$ cat config.mk
export PLATFORM = sky130hd
export DESIGN_NAME = axi_burst_ram
export DESIGN_NICKNAME = d
export VERILOG_FILES = /design/src/rtl/axi_ram_pkg.sv /design/src/rtl/axi_burst_addr_gen.sv /design/src/rtl/axi_burst_ram.sv
export SDC_FILE = /design/constraint.sdc
export NUM_CORES = 2
export LEC_CHECK = 0
export CAP_MARGIN = 20
export CORE_MARGIN = 1
export CORE_UTILIZATION = 56
export CTS_CLUSTER_SIZE = 40
export DETAILED_ROUTE_END_ITERATION = 8
export PLACE_DENSITY = 0.77
export SYNTH_ARGS = -nofsm -noshare
export SYNTH_HDL_FRONTEND = slang
export SYNTH_SLANG_ARGS = --single-unit
$ cat constraint.sdc
create_clock -name clk -period 6.3 [get_ports clk]
set_input_delay 1.26 -clock clk [delete_from_list [all_inputs] [get_ports clk]]
set_output_delay 1.26 -clock clk [all_outputs]
set_load 0.01 [all_outputs]
$ cat src/rtl/axi_ram_pkg.sv
// Shared encodings, FSM state types and request legality check for the AXI burst RAM.
package axi_ram_pkg;

    localparam logic [1:0] BURST_FIXED = 2'b00;
    localparam logic [1:0] BURST_INCR  = 2'b01;
    localparam logic [1:0] BURST_WRAP  = 2'b10;

    localparam logic [1:0] RESP_OKAY   = 2'b00;
    localparam logic [1:0] RESP_SLVERR = 2'b10;

    typedef enum logic [1:0] {W_IDLE, W_DATA, W_DELAY, W_RESP} wState_e;
    typedef enum logic [1:0] {R_IDLE, R_DELAY, R_DATA} rState_e;

    // A request is legal when the beat fits the bus, the burst type is defined,
    // and a WRAP burst has 2, 4, 8 or 16 beats.
    function automatic logic reqLegal(input logic [7:0] len, input logic [2:0] size,
                                      input logic [1:0] burst, input int unsigned laneBits);
        logic ok;
        ok = 1'b1;
        if (32'(size) > laneBits) ok = 1'b0;
        if (burst == 2'b11) ok = 1'b0;
        if (burst == BURST_WRAP &&
            !(len == 8'd1 || len == 8'd3 || len == 8'd7 || len == 8'd15)) ok = 1'b0;
        return ok;
    endfunction

endpackage

$ cat src/rtl/axi_burst_addr_gen.sv
// Combinational next-beat address for FIXED / INCR / WRAP bursts.
module axi_burst_addr_gen
    import axi_ram_pkg::*;
#(
    parameter int ADDR_WIDTH = 8
) (
    input  logic [ADDR_WIDTH-1:0] addr_i,
    input  logic [7:0]            len_i,
    input  logic [2:0]            size_i,
    input  logic [1:0]            burst_i,
    output logic [ADDR_WIDTH-1:0] nextAddr_o
);

    localparam int XW = ADDR_WIDTH + 16;

    logic [XW-1:0] bytes;
    logic [XW-1:0] wrapMask;
    logic [XW-1:0] aligned;
    logic [XW-1:0] incr;

    // Wide intermediates so the wrap window never overflows before truncation.
    always_comb begin
        bytes      = XW'(1) << size_i;
        wrapMask   = (bytes * (XW'(len_i) + XW'(1))) - XW'(1);
        aligned    = XW'(addr_i) & ~(bytes - XW'(1));
        incr       = aligned + bytes;
        nextAddr_o = addr_i;
        case (burst_i)
            BURST_INCR: nextAddr_o = incr[ADDR_WIDTH-1:0];
            BURST_WRAP: nextAddr_o = ADDR_WIDTH'((aligned & ~wrapMask) | (incr & wrapMask));
            default:    nextAddr_o = addr_i;
        endcase
    end

endmodule

$ cat src/rtl/axi_burst_ram.sv
// AXI4 slave RAM with FIXED/INCR/WRAP bursts, byte strobes, independent read and
// write channels, SLVERR on illegal requests or WLAST mismatch, and per-channel latency.
module axi_burst_ram
    import axi_ram_pkg::*;
#(
    parameter int ID_WIDTH      = 4,
    parameter int ADDR_WIDTH    = 8,
    parameter int DATA_WIDTH    = 16,
    parameter int BRESP_WIDTH   = 2,
    parameter int WR_MEM_DELAY  = 0,
    parameter int RD_MEM_DELAY  = 0,
    parameter int STROBE_WIDTH  = DATA_WIDTH / 8,
    parameter int MEM_ADDR_SIZE = ADDR_WIDTH - $clog2(STROBE_WIDTH)
) (
    input  logic                    clk,
    input  logic                    rst,
    input  logic                    s_axi_awvalid,
    output logic                    s_axi_awready,
    input  logic [ID_WIDTH-1:0]     s_axi_awid,
    input  logic [ADDR_WIDTH-1:0]   s_axi_awaddr,
    input  logic [7:0]              s_axi_awlen,
    input  logic [2:0]              s_axi_awsize,
    input  logic [1:0]              s_axi_awburst,
    input  logic                    s_axi_wvalid,
    output logic                    s_axi_wready,
    input  logic [DATA_WIDTH-1:0]   s_axi_wdata,
    input  logic [STROBE_WIDTH-1:0] s_axi_wstrb,
    input  logic                    s_axi_wlast,
    output logic                    s_axi_bvalid,
    input  logic                    s_axi_bready,
    output logic [ID_WIDTH-1:0]     s_axi_bid,
    output logic [BRESP_WIDTH-1:0]  s_axi_bresp,
    input  logic                    s_axi_arvalid,
    output logic                    s_axi_arready,
    input  logic [ID_WIDTH-1:0]     s_axi_arid,
    input  logic [ADDR_WIDTH-1:0]   s_axi_araddr,
    input  logic [7:0]              s_axi_arlen,
    input  logic [2:0]              s_axi_arsize,
    input  logic [1:0]              s_axi_arburst,
    output logic                    s_axi_rvalid,
    input  logic                    s_axi_rready,
    output logic [ID_WIDTH-1:0]     s_axi_rid,
    output logic [DATA_WIDTH-1:0]   s_axi_rdata,
    output logic [BRESP_WIDTH-1:0]  s_axi_rresp,
    output logic                    s_axi_rlast
);

    localparam int          LANE_BITS   = $clog2(STROBE_WIDTH);
    localparam int          MEM_WORDS   = 2 ** MEM_ADDR_SIZE;
    localparam logic [15:0] WR_DLY_LAST = 16'(WR_MEM_DELAY - 1);
    localparam logic [15:0] RD_DLY_LAST = 16'(RD_MEM_DELAY - 1);

    logic [DATA_WIDTH-1:0] mem [MEM_WORDS];

    wState_e               wState_q, wState_d;
    logic [ID_WIDTH-1:0]   wId_q, wId_d;
    logic [ADDR_WIDTH-1:0] wAddr_q, wAddr_d, wNextAddr;
    logic [7:0]            wLen_q, wLen_d, wCnt_q, wCnt_d;
    logic [2:0]            wSize_q, wSize_d;
    logic [1:0]            wBurst_q, wBurst_d;
    logic [15:0]           wDly_q, wDly_d;
    logic                  wIllegal_q, wIllegal_d, wErr_q, wErr_d;
    logic                  wEn;

    rState_e               rState_q, rState_d;
    logic [ID_WIDTH-1:0]   rId_q, rId_d;
    logic [ADDR_WIDTH-1:0] rAddr_q, rAddr_d, rNextAddr, loadAddr;
    logic [7:0]            rLen_q, rLen_d, rCnt_q, rCnt_d;
    logic [2:0]            rSize_q, rSize_d;
    logic [1:0]            rBurst_q, rBurst_d;
    logic [15:0]           rDly_q, rDly_d;
    logic                  rIllegal_q, rIllegal_d, arIllegal;
    logic [DATA_WIDTH-1:0] rData_q, rData_d;
    logic [BRESP_WIDTH-1:0] rResp_q, rResp_d;
    logic                  rLast_q, rLast_d;
    logic                  loadEn, loadIll;

    axi_burst_addr_gen #(.ADDR_WIDTH(ADDR_WIDTH)) wrAddrGen (
        .addr_i(wAddr_q), .len_i(wLen_q), .size_i(wSize_q), .burst_i(wBurst_q),
        .nextAddr_o(wNextAddr)
    );

    axi_burst_addr_gen #(.ADDR_WIDTH(ADDR_WIDTH)) rdAddrGen (
        .addr_i(rAddr_q), .len_i(rLen_q), .size_i(rSize_q), .burst_i(rBurst_q),
        .nextAddr_o(rNextAddr)
    );

    always_ff @(posedge clk or posedge rst) begin
        if (rst) begin
            wState_q   <= W_IDLE;
            wId_q      <= '0;
            wAddr_q    <= '0;
            wLen_q     <= '0;
            wSize_q    <= '0;
            wBurst_q   <= '0;
            wCnt_q     <= '0;
            wDly_q     <= '0;
            wIllegal_q <= 1'b0;
            wErr_q     <= 1'b0;
        end else begin
            wState_q   <= wState_d;
            wId_q      <= wId_d;
            wAddr_q    <= wAddr_d;
            wLen_q     <= wLen_d;
            wSize_q    <= wSize_d;
            wBurst_q   <= wBurst_d;
            wCnt_q     <= wCnt_d;
            wDly_q     <= wDly_d;
            wIllegal_q <= wIllegal_d;
            wErr_q     <= wErr_d;
        end
    end

    // wErr_q collects both the illegal-request and the WLAST-mismatch cases.
    always_comb begin
        wState_d      = wState_q;
        wId_d         = wId_q;
        wAddr_d       = wAddr_q;
        wLen_d        = wLen_q;
        wSize_d       = wSize_q;
        wBurst_d      = wBurst_q;
        wCnt_d        = wCnt_q;
        wDly_d        = wDly_q;
        wIllegal_d    = wIllegal_q;
        wErr_d        = wErr_q;
        s_axi_awready = 1'b0;
        s_axi_wready  = 1'b0;
        s_axi_bvalid  = 1'b0;
        case (wState_q)
            W_IDLE: begin
                s_axi_awready = !rst;
                if (s_axi_awvalid && !rst) begin
                    wId_d      = s_axi_awid;
                    wAddr_d    = s_axi_awaddr;
                    wLen_d     = s_axi_awlen;
                    wSize_d    = s_axi_awsize;
                    wBurst_d   = s_axi_awburst;
                    wCnt_d     = '0;
                    wIllegal_d = !reqLegal(s_axi_awlen, s_axi_awsize, s_axi_awburst, LANE_BITS);
                    wErr_d     = wIllegal_d;
                    wState_d   = W_DATA;
                end
            end
            W_DATA: begin
                s_axi_wready = !rst;
                if (s_axi_wvalid) begin
                    if (s_axi_wlast != (wCnt_q == wLen_q)) wErr_d = 1'b1;
                    wAddr_d = wNextAddr;
                    wCnt_d  = wCnt_q + 8'd1;
                    wDly_d  = '0;
                    if (wCnt_q == wLen_q) wState_d = (WR_MEM_DELAY == 0) ? W_RESP : W_DELAY;
                end
            end
            W_DELAY: begin
                wDly_d = wDly_q + 16'd1;
                if (wDly_q == WR_DLY_LAST) wState_d = W_RESP;
            end
            W_RESP: begin
                s_axi_bvalid = 1'b1;
                if (s_axi_bready) wState_d = W_IDLE;
            end
            default: wState_d = W_IDLE;
        endcase
    end

    assign s_axi_bid   = wId_q;
    assign s_axi_bresp = wErr_q ? BRESP_WIDTH'(RESP_SLVERR) : BRESP_WIDTH'(RESP_OKAY);
    assign wEn         = s_axi_wvalid && s_axi_wready && !wIllegal_q;

    always_ff @(posedge clk) begin
        if (wEn) begin
            for (int b = 0; b < STROBE_WIDTH; b++) begin
                if (s_axi_wstrb[b])
                    mem[wAddr_q[ADDR_WIDTH-1:LANE_BITS]][b*8 +: 8] <= s_axi_wdata[b*8 +: 8];
            end
        end
    end

    always_ff @(posedge clk or posedge rst) begin
        if (rst) begin
            rState_q   <= R_IDLE;
            rId_q      <= '0;
            rAddr_q    <= '0;
            rLen_q     <= '0;
            rSize_q    <= '0;
            rBurst_q   <= '0;
            rCnt_q     <= '0;
            rDly_q     <= '0;
            rIllegal_q <= 1'b0;
            rData_q    <= '0;
            rResp_q    <= '0;
            rLast_q    <= 1'b0;
        end else begin
            rState_q   <= rState_d;
            rId_q      <= rId_d;
            rAddr_q    <= rAddr_d;
            rLen_q     <= rLen_d;
            rSize_q    <= rSize_d;
            rBurst_q   <= rBurst_d;
            rCnt_q     <= rCnt_d;
            rDly_q     <= rDly_d;
            rIllegal_q <= rIllegal_d;
            rData_q    <= rData_d;
            rResp_q    <= rResp_d;
            rLast_q    <= rLast_d;
        end
    end

    // The read register samples memory before this edge's write lands, so a
    // same-word collision returns the old contents.
    always_comb begin
        rState_d      = rState_q;
        rId_d         = rId_q;
        rAddr_d       = rAddr_q;
        rLen_d        = rLen_q;
        rSize_d       = rSize_q;
        rBurst_d      = rBurst_q;
        rCnt_d        = rCnt_q;
        rDly_d        = rDly_q;
        rIllegal_d    = rIllegal_q;
        rData_d       = rData_q;
        rResp_d       = rResp_q;
        rLast_d       = rLast_q;
        loadEn        = 1'b0;
        loadAddr      = rAddr_q;
        loadIll       = rIllegal_q;
        arIllegal     = !reqLegal(s_axi_arlen, s_axi_arsize, s_axi_arburst, LANE_BITS);
        s_axi_arready = 1'b0;
        case (rState_q)
            R_IDLE: begin
                s_axi_arready = !rst;
                if (s_axi_arvalid && !rst) begin
                    rId_d      = s_axi_arid;
                    rAddr_d    = s_axi_araddr;
                    rLen_d     = s_axi_arlen;
                    rSize_d    = s_axi_arsize;
                    rBurst_d   = s_axi_arburst;
                    rCnt_d     = '0;
                    rDly_d     = '0;
                    rIllegal_d = arIllegal;
                    if (RD_MEM_DELAY == 0) begin
                        loadEn   = 1'b1;
                        loadAddr = s_axi_araddr;
                        loadIll  = arIllegal;
                        rLast_d  = (s_axi_arlen == 8'd0);
                        rState_d = R_DATA;
                    end else begin
                        rState_d = R_DELAY;
                    end
                end
            end
            R_DELAY: begin
                rDly_d = rDly_q + 16'd1;
                if (rDly_q == RD_DLY_LAST) begin
                    loadEn   = 1'b1;
                    rLast_d  = (rLen_q == 8'd0);
                    rState_d = R_DATA;
                end
            end
            R_DATA: begin
                if (s_axi_rready) begin
                    if (rCnt_q == rLen_q) begin
                        rLast_d  = 1'b0;
                        rState_d = R_IDLE;
                    end else begin
                        rCnt_d   = rCnt_q + 8'd1;
                        rAddr_d  = rNextAddr;
                        loadEn   = 1'b1;
                        loadAddr = rNextAddr;
                        rLast_d  = (rCnt_q + 8'd1 == rLen_q);
                    end
                end
            end
            default: rState_d = R_IDLE;
        endcase
        if (loadEn) begin
            rData_d = loadIll ? '0 : mem[loadAddr[ADDR_WIDTH-1:LANE_BITS]];
            rResp_d = loadIll ? BRESP_WIDTH'(RESP_SLVERR) : BRESP_WIDTH'(RESP_OKAY);
        end
    end

    assign s_axi_rvalid = (rState_q == R_DATA);
    assign s_axi_rid    = rId_q;
    assign s_axi_rdata  = rData_q;
    assign s_axi_rresp  = rResp_q;
    assign s_axi_rlast  = rLast_q;

endmodule

==> reports/results.txt <==
For the worst setup path, the data arrival time is 7.00 ns. Most instantiated flip-flop cell in the synthesis netlist: edfxtp_1. For this run, asynchronously set or reset flops after synthesis account for 4.92%. The tools report the endpoint of the worst hold-timing path as s_axi_rid[1].

The DRC marker count from the first detailed-route iteration was 9,771; the via count of the first global-routing pass was 59,496. Number of nets at the end of the flow: 7,526. The run finished, with violations left. The layout overhead on the synthesized area was 14.8%. The critical path starts at rLen_q[1]. Register bit count reported by yosys: 2,154.

The run gives 110 as the top-level port count. TritonCTS built the clock tree. In the finished design, the share of the clock period the worst path needs comes to 99.6%. The die covers 0.163 sq mm. The worst hold path begins at s_axi_rid[1].

The instance count of the mapped netlist came out at 7,063. The floorplan step set the die height to 404 um. The count of hold buffers inserted by post-cts repair is 0. The critical path capture point type was a flop. The cell area that synthesis handed to floorplanning was 0.0906 sq mm. The proportion of power drawn by flip-flops and latches was 32.0%; the clock transition at the registers of the reported paths was 0.06 ns. The distinct cell type count after synthesis is 94, and the post-route worst hold slack is 0.479 ns.

Wires add up to 260,000 um. The clock net in this run drives a total of 2,154 sinks. The largest buffer count on any clock path was 3.

The number of antenna-violating nets in the routed design is 0, and the post-detailed-route via-to-cell ratio is 6.42. The region available for standard cell placement spans 0.161 sq mm. The number of antenna violations at the first check in global routing was 8. Input and output buffers added on the ports amount to 107.

Registers take 0.0642 sq mm. For this run, the top clock speed supported by timing is 159 MHz. Setup repair after global routing could not meet its margin everywhere. In the post-synthesis netlist, the biggest area contributors are edfxtp_1, nand2_1, dfrtp_1. The biggest area contributor in the post-synthesis netlist is edfxtp_1. The logs give 6 for the number of detailed-routing iterations run before antenna repair and 20.4 mW for the reported net switching power. The transition time at the pin with the least slew margin works out to 1.97 ns. The placer congestion estimate was 0.974; the total CTS buffers was 207. The die is 404 um wide.

For the final routed database, the setup TNS stands at 0 ns. After synthesis, the most frequently instantiated cells are edfxtp_1, nand2_1, nand3_1, nor2_1, and3_1. Clock insertion delay at the later pin of the skew report: 0.86 ns.

Of the total power, the share spent switching nets is 39.8%. For this design the static power due to leakage is 36.0 nW. The worst setup path is launched from a flop. At the worst endpoint, the required time is 7.03 ns.

The launch point of the worst reg-to-reg path is rLen_q[1]. The largest net degree at the start of global routing was 133; the number of filler cells placed in the layout was 11,042. In this run the tightest slew margin relative to its limit is -32.8%. Row generation in the floorplan step produced 147 rows.

The internal portion of the total power is 30.8 mW. The number of DRC violations after detailed routing came out at 0. The tools report the final-report hold violation count as 0. The CTS H-tree depth is 4. Of the total power, the clock network draws 23.6%. The detailed router placed 62,361 vias in this run.

The synthesized design contains 2,048 enable-type register cells. The category of the most critical setup path is flop to flop. Clock skew on the completed layout was measured at 0.0510 ns.

The tools report the post-synthesis sequential area ratio as 70.8%. For the total half-perimeter wirelength after legalization and detailed placement, the log shows 159,000 um. The tools report the final number of max-transition violations as 5. The checks that failed: capacitance limit, slew limit.

The worst-case IR drop observed on VDD is 0.486 mV. Counting cells, the worst reg-to-reg path comes to 23. Setup slack on the worst reg-to-reg path comes out at 0.03 ns.

The hold-critical path depth was 2; the proportion of layout cells with a drive suffix above 1 was 12.8%. Root cell of the clock tree: clkbuf_16. Power spread over the standard cell area amounts to 492 mW/mm^2. The initial core utilization was 56.4%. For this run, the total global-route usage over all layers was measured as 31.1%. Summed over its instances, the top area cell type makes up 67.9% of the synthesized netlist area. The number of warnings issued by yosys was 0; the maximum net fanout on the critical path was 13.

In this run the worst hold path is classified as flop to flop. After detailed routing, the average wire length per cell comes to 26.8 um. The first global-routing pass estimated 379,000 um of wire. The post-synthesis area per instance works out to 12.8 sq um. The tools report the count of final setup violators as 0. The tools report the max-capacitance violation count as 1. Cell with the most instances after synthesis: edfxtp_1.

For this run the aggregate overflow at the end of global routing stands at 0. The share of total power dissipated in combinational logic is 44.4%. In the final layout, the multi-input gates occupy 0.0245 sq mm.

The tools report the endpoint of the lowest-slack register-to-register path as s_axi_rdata[13]. The clock period could shrink to 6.27 ns.
[per-stage QoR]
step           utilization, %  worst slack (ns)  cells  area [sq um]  power (mW)
2_1_floorplan               -            0.0938   7064         90600        27.9
3_3_place_gp             59.9            -0.507   9286         96200        36.6
3_5_place_dp             59.9            -0.529   9286         96200        36.9
4_1_cts                  64.2           0.00451   9670        103000        49.2
5_1_grt                  64.7           -0.0868   9707        104000        52.7
6_report                 64.7            0.0252   9711        104000        51.2
[state kept, by name, summed over array words and instances, names as in the netlist, 4 cells and up]
name	count
mem	2048
s_axi_rdata	16
wDly_q	16
rAddr_q	8
rCnt_q	8
rLen_q	8
wAddr_q	8
wCnt_q	8
wLen_q	8
s_axi_bid	4
s_axi_rid	4
[power by group through the flow]
stage	clock, mW	sequential (mW)	combinational, mW
2_1_floorplan	0	16.4	11.5
3_3_place_gp	0	16.6	20.0
3_5_place_dp	0	16.6	20.3
4_1_cts	12.1	16.3	20.8
5_1_grt	12.6	16.4	23.7
6_report	12.1	16.4	22.7
[per-layer routing]
layer / track usage, % / share of wire [%] / vias up
met5: 0 / 0.0050 / -
met3: 6.71 / 13 / 710
met2: 47.2 / 46 / 4331
met1: 42.9 / 37 / 30485
li1: - / - / 26833
met4: 15.3 / 5.2 / 2
[cells in the final DEF, fill, tap and decap left out, types with 138 or more instances in the layout]
cell / n
a211oi_1: 138
nand2_1: 1774
clkbuf_16: 212
a31oi_1: 148
nor2_1: 338
edfxtp_1: 2048
a311oi_1: 155
a21oi_1: 161
and3_1: 259
nand3_1: 445
buf_4: 422
[layout make-up]
cell class              instances  area share [%]
clock buffers                 260            5.20
clock inverters               122            1.12
repair inverters                1         0.00843
inverters                      86           0.348
flip-flops and latches       2154            61.7
multi-input cells            4324            23.5
repair buffers                595            5.42
diodes                          9          0.0217
well taps                    2160            2.60
[repair_timing]
action	CTS	global route
gates resized for setup	52	109
cloned	1	7
setup buffers	3	27
endpoints found under the hold margin	0	0
setup endpoints to repair	16	16
pin swaps	11	47
[cell families (layout without fill, tap and decap cells)]
group	after synthesis	after routing	share of synthesized area (%)
flops	2154	2154	70.8
buf+inv	588	1064	3.00
simple gates	3038	3039	14.6
other cells	1	11	0.00414
mux	106	106	1.26
compound gates	1008	1009	8.06
fa+ha+maj	81	81	1.40
xor+xnor	87	87	0.841
[worst max-delay path by stage]
stage | endpoint | cells after the start
floorplan | s_axi_rdata[9] | 23
global placement | s_axi_rdata[7] | 25
detailed placement | s_axi_rdata[7] | 25
CTS | s_axi_rdata[10] | 24
global route | s_axi_rdata[1] | 26
finish | s_axi_rdata[13] | 23
[worst max-delay path, cell delays in order (launching register included)]
cell and delay [ns]:
dfrtp_1 0.43, ha_4 0.20, xor2_1 0.15, buf_4 0.16, nand2_1 0.08, fa_1 0.48, fa_1 0.50, inv_1 0.06
fa_1 0.53, inv_1 0.06, fa_1 0.48, inv_1 0.06, ha_4 0.23, a21oi_4 0.14, mux2_4 0.31, a221o_1 0.38
o21ai_4 0.27, o211ai_1 0.18, or3_4 0.46, buf_12 0.17, a21oi_2 0.11, a211o_1 0.18, and4bb_2 0.28, a221o_1 0.27
Note: power is estimated with default switching activity, not from simulation.
